<file path="config.mk">
export PLATFORM = sky130hd
export DESIGN_NAME = prog_loader_flat
export DESIGN_NICKNAME = d
export VERILOG_FILES = /design/src/rtl/prog_loader_pkg.sv /design/src/rtl/prog_loader_if.sv /design/src/rtl/prog_loader.sv /design/src/flat_wrapper.sv
export SDC_FILE = /design/constraint.sdc
export NUM_CORES = 1
export LEC_CHECK = 0
export BUFFER_PORTS_ARGS = -buffer_cell sky130_fd_sc_hd__buf_4
export CAP_MARGIN = 40
export CORE_ASPECT_RATIO = 0.9
export CORE_MARGIN = 5
export CORE_UTILIZATION = 25
export DETAILED_ROUTE_END_ITERATION = 10
export PLACE_DENSITY_LB_ADDON = 0.2
export SYNTH_ARGS = -nofsm -noshare
export SYNTH_HDL_FRONTEND = slang
export SYNTH_SLANG_ARGS = --single-unit
</file>
<file path="constraint.sdc">
create_clock -name clk -period 4.06 [get_ports clk]
set_input_delay 1.218 -clock clk [delete_from_list [all_inputs] [get_ports clk]]
set_output_delay 1.218 -clock clk [all_outputs]
set_load 0.005 [all_outputs]
</file>
<file path="src/rtl/prog_loader_pkg.sv">
// Shared definitions for the boot-time program loader.
//   loaderState_e : FSM state encoding (3 bits)
//   LDR_ADDR_STEP : byte stride between consecutive payload words
//   HDR_LEN_W     : width of the header length field as it arrives on the stream
//   CNT_W         : width of the payload word counter (0..1024 needs 11 bits)
package prog_loader_pkg;

   typedef enum logic [2:0] {
      IDLE = 3'd0,
      HDR  = 3'd1,
      DATA = 3'd2,
      CSUM = 3'd3,
      RUN  = 3'd4,
      ERR  = 3'd5
   } loaderState_e;

   localparam int LDR_ADDR_STEP = 4;
   localparam int HDR_LEN_W     = 32;
   localparam int CNT_W         = 11;

endpackage

</file>
<file path="src/rtl/prog_loader_if.sv">
// Framed word stream into the loader (valid/ready handshake).
//   s_valid : source has a word
//   s_ready : loader takes the word this cycle
//   s_data  : stream word (header, payload or checksum)
//   s_last  : final word of the frame (the checksum word)
// master = stream source, slave = loader.
interface prog_loader_if;
   logic        s_valid;
   logic        s_ready;
   logic [31:0] s_data;
   logic        s_last;

   modport master (output s_valid, output s_data, output s_last, input  s_ready);
   modport slave  (input  s_valid, input  s_data, input  s_last, output s_ready);
endinterface

</file>
<file path="src/rtl/prog_loader.sv">
// Boot-time instruction loader. Receives header/payload/checksum frames,
// writes the payload into instruction memory and holds the CPU off until
// the checksum matches.
//
// Ports
//   clk, rst_n : clock, asynchronous active-low reset
//   start      : one-cycle pulse, begin a new frame (ignored while busy)
//   strm       : stream slave (s_valid/s_ready/s_data/s_last)
//   mem_we, mem_addr, mem_wdata : registered instruction-memory write port
//   cpu_run    : CPU may execute
//   busy       : frame reception in progress
//   err        : last frame rejected (held until next start)
//   word_cnt   : payload words written in current/last frame
//
// state | meaning
// IDLE  | after reset, nothing loaded
// HDR   | waiting for the length word
// DATA  | receiving payload words, each written to memory
// CSUM  | waiting for the checksum word
// RUN   | frame verified, CPU released
// ERR   | frame rejected, CPU held
module prog_loader
   import prog_loader_pkg::*;
#(
   parameter int                ADDR_W    = 15,
   parameter logic [ADDR_W-1:0] BASE_ADDR = '0,
   parameter int                MAX_WORDS = 1024
) (
   input  logic              clk,
   input  logic              rst_n,
   input  logic              start,
   prog_loader_if.slave      strm,
   output logic              mem_we,
   output logic [ADDR_W-1:0] mem_addr,
   output logic [31:0]       mem_wdata,
   output logic              cpu_run,
   output logic              busy,
   output logic              err,
   output logic [CNT_W-1:0]  word_cnt
);

   loaderState_e      state, stateNxt;
   logic              accept;
   logic              startTake;
   logic [CNT_W-1:0]  remCnt;
   logic [CNT_W-1:0]  wordCnt;
   logic [31:0]       sum;
   logic [ADDR_W-1:0] addr;
   logic              memWe;
   logic [ADDR_W-1:0] memAddr;
   logic [31:0]       memWdata;

   assign accept    = strm.s_valid && strm.s_ready;
   assign startTake = start && (state == IDLE || state == RUN || state == ERR);

   always_ff @(posedge clk or negedge rst_n) begin
      if (!rst_n) state <= IDLE;
      else        state <= stateNxt;
   end

   always_comb begin
      stateNxt = state;
      case (state)
         IDLE, RUN, ERR: if (start) stateNxt = HDR;
         HDR: if (accept) begin
            if (strm.s_last || strm.s_data > HDR_LEN_W'(MAX_WORDS)) stateNxt = ERR;
            else if (strm.s_data == '0)                              stateNxt = CSUM;
            else                                                     stateNxt = DATA;
         end
         // s_last only ever belongs on the checksum word, so seeing it on
         // any payload word (including the final one) rejects the frame.
         DATA: if (accept) begin
            if (strm.s_last)             stateNxt = ERR;
            else if (remCnt == CNT_W'(1)) stateNxt = CSUM;
         end
         CSUM: if (accept) stateNxt = (strm.s_last && strm.s_data == sum) ? RUN : ERR;
         default: stateNxt = IDLE;
      endcase
   end

   always_comb begin
      strm.s_ready = (state == HDR) || (state == DATA) || (state == CSUM);
      busy         = strm.s_ready;
      cpu_run      = (state == RUN);
      err          = (state == ERR);
   end

   // Remaining-word down-counter, running sum, address counter and the
   // registered write port. Words already written stay in memory on error.
   always_ff @(posedge clk or negedge rst_n) begin
      if (!rst_n) begin
         remCnt   <= '0;
         wordCnt  <= '0;
         sum      <= '0;
         addr     <= '0;
         memWe    <= 1'b0;
         memAddr  <= '0;
         memWdata <= '0;
      end else begin
         memWe <= 1'b0;
         if (startTake) begin
            wordCnt <= '0;
            sum     <= '0;
            addr    <= BASE_ADDR;
         end
         if (state == HDR && accept) remCnt <= strm.s_data[CNT_W-1:0];
         if (state == DATA && accept) begin
            memWe    <= 1'b1;
            memAddr  <= addr;
            memWdata <= strm.s_data;
            addr     <= addr + ADDR_W'(LDR_ADDR_STEP);
            sum      <= sum + strm.s_data;
            wordCnt  <= wordCnt + CNT_W'(1);
            remCnt   <= remCnt - CNT_W'(1);
         end
      end
   end

   assign mem_we    = memWe;
   assign mem_addr  = memAddr;
   assign mem_wdata = memWdata;
   assign word_cnt  = wordCnt;

endmodule

</file>
<file path="src/flat_wrapper.sv">
// flat-port wrapper written by rule: the top's interface ports become plain ports
module prog_loader_flat import prog_loader_pkg::*;
#(
   parameter int                ADDR_W    = 15,
   parameter logic [ADDR_W-1:0] BASE_ADDR = '0,
   parameter int                MAX_WORDS = 1024
)
  (clk, rst_n, start, mem_we, mem_addr, mem_wdata, cpu_run, busy, err, word_cnt, strm_s_valid, strm_s_data, strm_s_last, strm_s_ready);
  prog_loader_if strm_i ();
  input  logic clk;
  input  logic rst_n;
  input  logic start;
  output logic mem_we;
  output logic [ADDR_W-1:0] mem_addr;
  output logic [31:0] mem_wdata;
  output logic cpu_run;
  output logic busy;
  output logic err;
  output logic [CNT_W-1:0] word_cnt;
  input wire logic [$bits(strm_i.s_valid)-1:0] strm_s_valid;
  input wire logic [$bits(strm_i.s_data)-1:0] strm_s_data;
  input wire logic [$bits(strm_i.s_last)-1:0] strm_s_last;
  output wire logic [$bits(strm_i.s_ready)-1:0] strm_s_ready;
  assign strm_i.s_valid = strm_s_valid;
  assign strm_i.s_data = strm_s_data;
  assign strm_i.s_last = strm_s_last;
  assign strm_s_ready = strm_i.s_ready;
  prog_loader #(.ADDR_W(ADDR_W), .BASE_ADDR(BASE_ADDR), .MAX_WORDS(MAX_WORDS)) u_core (.clk(clk), .rst_n(rst_n), .start(start), .strm(strm_i), .mem_we(mem_we), .mem_addr(mem_addr), .mem_wdata(mem_wdata), .cpu_run(cpu_run), .busy(busy), .err(err), .word_cnt(word_cnt));
endmodule
</file>
Word level (Yosys, flattened, before mapping)
Index checks and enable logic that the tools add are counted.
Word-level totals
  bits in read-only memories: 0
  RAM bits: 0
  memories: 0
  latch bits: 0
  register bits: 120
  logic and storage cells: 60
Cells by class
  multiply operators: 0
  reduce and logical (&&, ||, !) cells: 16
  multiplexer cells: 19
  shift-type cells: 0
  eq/ne operators: 12
  add/sub/neg operators: 4
  bitwise gates (word level): 0
  magnitude comparators: 1
  divide/modulo/power cells: 0
Operators by type and width (count)
  $mux 32: 2
  $mux 11: 4
  $add 32x32->32: 1
  $eq 32x32->1: 1
  $gt 32x11->1 const B: 1
  $logic_not 32->1: 1
  $mux 15: 2
  $mux 3: 7
  $add 15x3->15 const B: 1
  $pmux 3 s4: 1
  $add 11x1->11 const B: 1
  $eq 11x1->1 const B: 1
  $sub 11x1->11 const B: 1
  $eq 3x2->1 const B: 2
  $eq 3x3->1 const B: 2
  $ne 2x1->1 const B: 3
  $logic_and 1x1->1: 5
  $logic_or 1x1->1: 5
  $reduce_and 5->1: 1
  $reduce_bool 2->1: 2
  $eq 3x1->1 const B: 1
  $logic_not 3->1: 1
  $mux 1: 3
  $ne 3x2->1 const B: 1
  other kinds (2): 2

Depth between registers and ports, before layout
Gate-level depths: netlist (run 1).
  depth in word-level cells: 7
  depth in mapped cells: 11
  depth with buffers taken out: 11

Worst setup path after synthesis (run 1)
No wires, ideal clock.
  path kind: input-to-reg
  start point: input strm_s_data[0]
  end point: register u_core.sum[28]
  path buffers: 0
  setup time: 130 ps
  stages on the path: 11
  data arrival time: 3397 ps
  setup slack: 533 ps
  path through: ha_1 fa_1 a21oi_1 o21ai_0 a31oi_4 a31oi_4 a41o_1 a41o_1 a21oi_1 xor2_1 o21ai_1
On the way
  longest elaborated chain between the ends: 2
RTL lines
  from (decl): line flat_wrapper.sv:21  | input wire logic [$bits(strm_i.s_data)-1:0] strm_s_data;
  $add 32x32->32: line prog_loader.sv:112  | sum <= sum + strm.s_data;
  $mux 32: line prog_loader.sv:107  | if (state == DATA && accept) begin
  to (signal assigned): line prog_loader.sv:112
  to (decl): line prog_loader.sv:47  | logic [31:0] sum;
No other way between the ends.
A chain may end at the register's enable or synchronous reset.

Worst setup path in the final report (run 1)
Ends and elaborated chain as after synthesis.

==> results of run 1 <==
-- cell type report --
cell class | instances | area (µm²) | share of cell area
Clock buffer | 17 | 425.4 | 0.05077
Clock inverter | 15 | 147.6 | 0.01762
Inverter | 14 | 52.55 | 0.006271
Multi-Input combinational cell | 613 | 3602 | 0.4299
Sequential cell | 116 | 2903 | 0.3464
Tap cell | 348 | 435.4 | 0.05196
Timing Repair Buffer | 105 | 813.3 | 0.09706
-- through the flow --
stage                     utilization  total power, mW  std cells  setup slack [ps]  hold WS, ps
after floorplan                     -            1.553        785             533.2        448.9
after global routing           0.3189            3.401       1228             478.1        487.2
final                          0.3189            3.240       1228             578.6        470.7
after CTS                      0.3189            3.296       1228             596.8        477.6
after detailed placement       0.2971            1.766       1196             153.6        463.1
after global placement         0.2971            1.764       1196             172.2        460.0
-- cell usage in the layout, fill, tap and decap left out, types with 15 or more instances in the layout --
| cell type | Yosys | routed |
|---|---|---|
| buf_4 | 3 | 103 |
| nor2_1 | 39 | 39 |
| nand3_1 | 43 | 43 |
| clkbuf_16 | 0 | 17 |
| ha_1 | 35 | 35 |
| nand2_1 | 195 | 195 |
| o21ai_0 | 63 | 63 |
| xnor2_1 | 17 | 17 |
| dfrtp_1 | 116 | 116 |
| nor4_1 | 15 | 15 |
| a21oi_1 | 43 | 42 |
-- where the power goes --
part	internal [mW]	switching [mW]
Sequential	1.21	0.0659
Clock	0.858	0.643
Combinational	0.168	0.291
-- worst max-delay path, cell delays in order --
cell	delay, ps
buf_4	130
ha_1	230
fa_1	420
a21oi_1	200
o21ai_0	200
a31oi_4	270
a31oi_4	150
a41o_1	310
a41o_1	240
a21oi_1	160
xor2_1	170
o21ai_1	70
-- registers in the layout (all words and copies together) (netlist names) --
register / flops
u_core.mem_we: 1
u_core.addr: 13
u_core.mem_wdata: 32
u_core.remCnt: 11
u_core.mem_addr: 13
u_core.sum: 32
u_core.state: 3
u_core.word_cnt: 11
-- cell usage after synthesis (all sizes together) (14+ instances only) --
library cell,count
a21oi,43
nor2,39
ha,35
nand2,195
nand3,43
xnor2,17
o21ai,67
a21o,14
dfrtp,116
nor4,15
clkbuf,29
-- layer usage --
| layer | track usage | up-vias |
|---|---|---|
| met5 | 0 | - |
| li1 | - | 2943 |
| met1 | 0.1862 | 2799 |
| met3 | 0.03285 | 19 |
| met4 | 0.03854 | 0 |
| met2 | 0.2048 | 104 |
-- kinds of logic (layout without fill, tap and decap cells) --
family | Yosys count | in the layout | share of synthesized area
buffers and inverters | 56 | 151 | 0.03488
muxes | 8 | 8 | 0.01250
other | 1 | 2 | 0.0005591
and+or+nand+nor | 351 | 351 | 0.2334
AOI/OAI and AO/OA | 188 | 188 | 0.1811
DFF | 116 | 116 | 0.4328
xor gates and xnor gates | 28 | 28 | 0.03656
adders and majority gates | 36 | 36 | 0.06827
-- final timing paths --
kind	from	to	cells past startpoint
worst max-delay path	strm_s_data[0]	u_core.sum[28]$_DFFE_PN0P_	12
worst min-delay path	u_core.mem_wdata[12]$_DFFE_PN0P_	u_core.mem_wdata[12]$_DFFE_PN0P_	2
worst max register to register	u_core.sum[0]$_DFFE_PN0P_	u_core.sum[28]$_DFFE_PN0P_	11
worst min register to register	u_core.mem_wdata[12]$_DFFE_PN0P_	u_core.mem_wdata[12]$_DFFE_PN0P_	2
max in group asynchronous	rst_n	u_core.sum[29]$_DFFE_PN0P_	2
min in group asynchronous	rst_n	u_core.mem_wdata[16]$_DFFE_PN0P_	2
==> impl_metrics.py, run 1 <==
metrics = {
    "routing": {
        "wl_um": 19510,
        "drtIter0Drc": 330,
        "ant_nets": 0,
        "first_pass_iters": 4,
        "wire_per_inst_um": 15.89,
        "maxUsedRoutingLayer": "met4",
        "met3_length_um": 785,
        "routed_via_density": 4.776,
        "wl_met2_um": 8536,
        "drc": 0,
        "wl_met1_um": 9955,
        "vias": 5865,
    },
    "yosys": {
        "ys_ff_latch": 116,
        "yosys.area.top_type": "dfrtp_1",
        "seq_area_frac_synth": 0.4328,
        "synthFlopType": "dfrtp_1",
        "synth-edff-count": 0,
        "synth_top_cell_area_share": 0.4328,
        "syn_area_per_cell_um2": 8.556,
        "synth.distinct_cells": 64,
        "synth-async-reset-ratio": 1.000,
        "ys_warn_count": 0,
        "synth_area_um2": 6708,
        "synthTopCellsByArea": "dfrtp_1 43%, nand2_1 11%, ha_1 6.5%, o21ai_0 4.7%, a21oi_1 3.2%",
        "netlist_instances": 784,
    },
    "global_route": {
        "grt_max_degree": 117,
        "first_global_vias": 5840,
        "antenna_found_initial": 0,
        "overflow": 0,
        "grt_usage": 0.1332,
        "grt_pass1_wl_um": 32150,
    },
    "sta": {
        "skew_ps": 19.92,
        "setup_tns_ps": 0,
        "final-setup-viol-count": 0,
        "relSlewSlack": 0.5359,
        "finalCriticalPeriod_ps": 3481,
        "final_max_slew_viol_count": 0,
        "clock.fmax_ghz": 0.2872,
        "grt_setup_unrepaired": "false",
        "min_period_over_period": 0.8575,
        "tightest_slew_ps": 696.2,
        "hold_viol": 0,
    },
    "setup_path": {
        "cp-start-kind": "input port",
        "end_kind": "flip-flop",
        "crit_path_max_fanout": 5,
        "arrival_ps": 3770,
        "cp.required_ps": 4350,
        "rrSetupSlack_ps": 1150,
        "critPathKind": "input port to flip-flop",
    },
    "cts": {
        "cts.sinks": 116,
        "cts_tree": "yes",
        "ctsHoldBuffers": 0,
        "post_cts_resized": 0,
        "clockBufferDepth": 2,
        "insertion_delay_ps": 430,
        "clkTransAtPathRegs_ps": 60,
        "clockRootBuffer": "clkbuf_16",
        "post-cts-setup-buffers": 0,
        "cts_buffers": 17,
        "htree_levels": 4,
    },
    "job": {
        "max_cap_violations": 0,
    },
    "floorplanning": {
        "die_w_um": 182.7,
        "die_h_um": 165.4,
        "rows": 56,
        "die-area_um2": 30210,
        "start_util": 0.2553,
        "core_area_um2": 26280,
        "ios": 100,
    },
    "power_and_ir_drop": {
        "p_leak_nw": 4.154,
        "peakVddDrop_mv": 0.2607,
        "p_per_area_nw_per_um2": 386.6,
    },
    "finish": {
        "nFillCells": 2765,
        "design_area_um2": 8379,
        "final_nets": 940,
        "area_growth_pct": 24.92,
        "layout-drive-gt1-share": 0.1739,
        "antenna_cells": 0,
    },
    "placed_design": {
        "placed_area_um2": 7806,
        "hpwl_um": 13330,
        "io_buffers": 97,
        "place_congestion": 0.8061,
    },
    "worst_hold_path": {
        "min_path_type": "flip-flop to flip-flop",
    },
    "run_status": {
        "outcome": "completed",
    },
}
Note: power is estimated with default switching activity, not from simulation.
==> inputs of run 2 (changes only) <==
Settings changed: ABC_AREA set to 1, CORE_MARGIN 5 to unset, SLEW_MARGIN set to 5.
==> run 2 against run 1 <==
  * Sequential power increased by 10%
  * Critical path depth decreased by 1
  * Register-to-register slack improved by 530 ps
  * Flip-flop and latch count unchanged
  * Critical endpoint unchanged
  * Highest routed layer unchanged
==> impl_metrics.py, run 2 <==
metrics = {
    "yosys": {
        "netlist_instances": 1131,
        "seq_area_frac_synth": 0.3844,
        "ys_ff_latch": 116,
        "synth_top_cell_area_share": 0.3844,
        "synth.most_common_cell": "nand2_1",
        "synth_area_um2": 7552,
        "ys_warn_count": 0,
        "synthFlopType": "dfrtp_1",
        "syn_area_per_cell_um2": 6.677,
        "synth.distinct_cells": 39,
        "synth-edff-count": 0,
        "synthTopCellsByCount": "414 x nand2_1, 180 x inv_1, 116 x dfrtp_1",
        "synth-async-reset-ratio": 1.000,
        "yosys.area.top_type": "dfrtp_1",
        "synthTopCellsByArea": "dfrtp_1 38%, nand2_1 21%, inv_1 8.9%, ha_1 5.8%, o21ai_0 5.1%",
    },
    "placed_design": {
        "place_congestion": 0.8498,
        "dp.cells": 1602,
        "io_buffers": 97,
        "hpwl_um": 17860,
    },
    "finish": {
        "mostFrequentLayoutCells": "414 x nand2_1, 180 x inv_1, 116 x dfrtp_1",
        "final_common_cell": "nand2_1",
        "final_cell_count_no_fill": 1634,
        "antenna_cells": 0,
        "nFillCells": 3248,
        "postLayoutCoreUtil": 0.3164,
        "final_nets": 1298,
        "layout-drive-gt1-share": 0.1155,
        "area_growth_pct": 22.76,
    },
    "routing": {
        "wl_um": 23730,
        "drtIter0Drc": 430,
        "ant_nets": 0,
        "vias": 7194,
        "drc": 0,
        "routed_via_density": 4.403,
        "first_pass_iters": 5,
        "wire_per_inst_um": 14.52,
    },
    "global_route": {
        "overflow": 0,
        "antenna_found_initial": 0,
        "grt_max_degree": 110,
        "first_global_vias": 6816,
        "grt_usage": 0.1603,
        "grt_pass1_wl_um": 38070,
    },
    "run_status": {
        "outcome": "completed",
    },
    "sta": {
        "tightest_slew_ps": 774.7,
        "skew_ps": 7.959,
        "clock.fmax_ghz": 0.3651,
        "finalCriticalPeriod_ps": 2739,
        "final-setup-viol-count": 0,
        "min_period_over_period": 0.6747,
        "grt_setup_unrepaired": "false",
        "final_max_slew_viol_count": 0,
        "relSlewSlack": 0.4828,
        "setup_tns_ps": 0,
        "hold_viol": 0,
    },
    "floorplanning": {
        "ios": 100,
        "die_h_um": 166.9,
        "rows": 59,
        "die-area_um2": 30910,
        "core_area_um2": 29310,
        "start_util": 0.2577,
        "die_w_um": 185.2,
    },
    "setup_path": {
        "path_cells": "buf_4, ha_1, fa_1, nand3_1, nand3_1, nand3_1, nand3_1, nand2_1, nand3_1, nand3_1, nand2_1",
        "timing.critical_path.mode_cell": "nand3_1",
        "cp.depth": 11,
        "arrival_ps": 3050,
        "cpLargestDelayFamily": "simple AND/OR/NAND/NOR gates",
        "rrSetupSlack_ps": 1680,
        "critPathKind": "input port to flip-flop",
        "end_kind": "flip-flop",
        "crit_path_max_fanout": 4,
        "cp.required_ps": 4370,
        "reg2reg_depth": 7,
        "cp_num_buf_inv": 1,
        "slowest_delay_ps": 480,
        "reg2reg_to": "u_core.addr[9]$_DFFE_PN0P_",
        "crit_path_end": "u_core.sum[28]$_DFFE_PN0P_",
        "r2r_start": "u_core.state[0]$_DFFE_PN0P_",
        "cp-start-kind": "input port",
        "cp_slowest_cell": "fa_1",
        "critical_path.startpoint": "strm_s_data[0]",
    },
    "cts": {
        "cts_tree": "yes",
        "cts.sinks": 116,
        "ctsHoldBuffers": 0,
        "post-cts-setup-buffers": 0,
        "clkTransAtPathRegs_ps": 60,
        "post_cts_resized": 0,
        "clockRootBuffer": "clkbuf_16",
        "insertion_delay_ps": 420,
        "clockBufferDepth": 2,
        "cts_buffers": 17,
        "htree_levels": 4,
    },
    "power_and_ir_drop": {
        "p_leak_nw": 5.154,
        "p_per_area_nw_per_um2": 406.0,
        "peakVddDrop_mv": 0.2697,
    },
    "worst_hold_path": {
        "holdPathStages": 2,
        "min_path_type": "flip-flop to flip-flop",
    },
    "job": {
        "max_cap_violations": 0,
    },
}
[run 2: cell count changes in the layout (fill, tap and decap cells not counted), sizes merged, moves of 5 or more]
| cell | change |
|---|---|
| nand3 | +30 |
| nor3 | -7 |
| inv | +162 |
| nor4 | -15 |
| and3 | -10 |
| a31oi | -6 |
| nor2 | +57 |
| o211ai | -6 |
| nand4 | +6 |
| o21ai | +18 |
| a21o | -12 |
| nand2b | -5 |
| nand2 | +220 |
| xnor2 | -16 |
[run 2: metrics by stage]
step	setup WS [ps]	total power, mW	instance area [µm²]	hold WS [ps]
3_5_place_dp	884.8	2.263	8685	459.8
5_1_grt	1150	3.997	9271	496.5
3_3_place_gp	906.6	2.257	8685	458.9
4_1_cts	1318	3.817	9271	475.4
2_1_floorplan	1371	1.865	7556	453.0
6_report	1321	3.765	9271	471.3
[run 2: how the worst min path moves through the flow]
| stage | start | end | slack [ps] |
|---|---|---|---|
| final | u_core.mem_wdata[27]$_DFFE_PN0P_ | u_core.mem_wdata[27]$_DFFE_PN0P_ | 470 |
| after global routing | u_core.mem_addr[8]$_DFFE_PN0P_ | u_core.mem_addr[8]$_DFFE_PN0P_ | 500 |
| after CTS | u_core.mem_wdata[27]$_DFFE_PN0P_ | u_core.mem_wdata[27]$_DFFE_PN0P_ | 480 |
| after detailed placement | u_core.mem_wdata[27]$_DFFE_PN0P_ | u_core.mem_wdata[27]$_DFFE_PN0P_ | 460 |
| after global placement | u_core.mem_addr[9]$_DFFE_PN0P_ | u_core.mem_addr[9]$_DFFE_PN0P_ | 460 |
| after floorplan | u_core.sum[7]$_DFFE_PN0P_ | u_core.sum[7]$_DFFE_PN0P_ | 450 |
[run 2: per-layer routing]
metal	GRT usage	vias to the layer above	part of all wire
li1	-	3716	-
met1	0.2333	3327	0.51
met2	0.2442	130	0.44
met3	0.02646	21	0.035
met4	0.03953	0	0.010
met5	0	-	0
[run 2: layout make-up]
type	count	area, µm²	area share
Tap cell	396	495.5	0.05344
Clock inverter	12	130.1	0.01404
Timing Repair Buffer	101	783.3	0.08448
Inverter	183	688.2	0.07422
Sequential cell	116	2903	0.3131
Multi-Input combinational cell	806	3815	0.4115
Clock buffer	20	456.7	0.04926
[run 2: cell families (layout without fill, tap and decap cells)]
kind of cell | Yosys count | after routing | share of synthesized area
flip-flops | 116 | 116 | 0.3844
AND/OR/NAND/NOR | 611 | 611 | 0.3270
multiplexers | 1 | 1 | 0.001325
buffers and inverters | 210 | 316 | 0.1110
AO/OA/AOI/OAI | 146 | 146 | 0.1035
XOR/XNOR | 10 | 10 | 0.01160
other | 1 | 2 | 0.0004965
adder cells (fa/ha/maj) | 36 | 36 | 0.06064
[run 2: tightest hold or removal path: stages (launching register included)]
cell and delay (ps):
dfrtp_1 340, nand2_1 50, nand2_1 50
[run 2: power by group]
part | switching [mW] | total [mW] | internal (mW) | leakage (nW)
clock network | 0.594 | 1.53 | 0.935 | 0.274
registers | 0.103 | 1.41 | 1.31 | 1.54
logic | 0.499 | 0.822 | 0.323 | 3.34
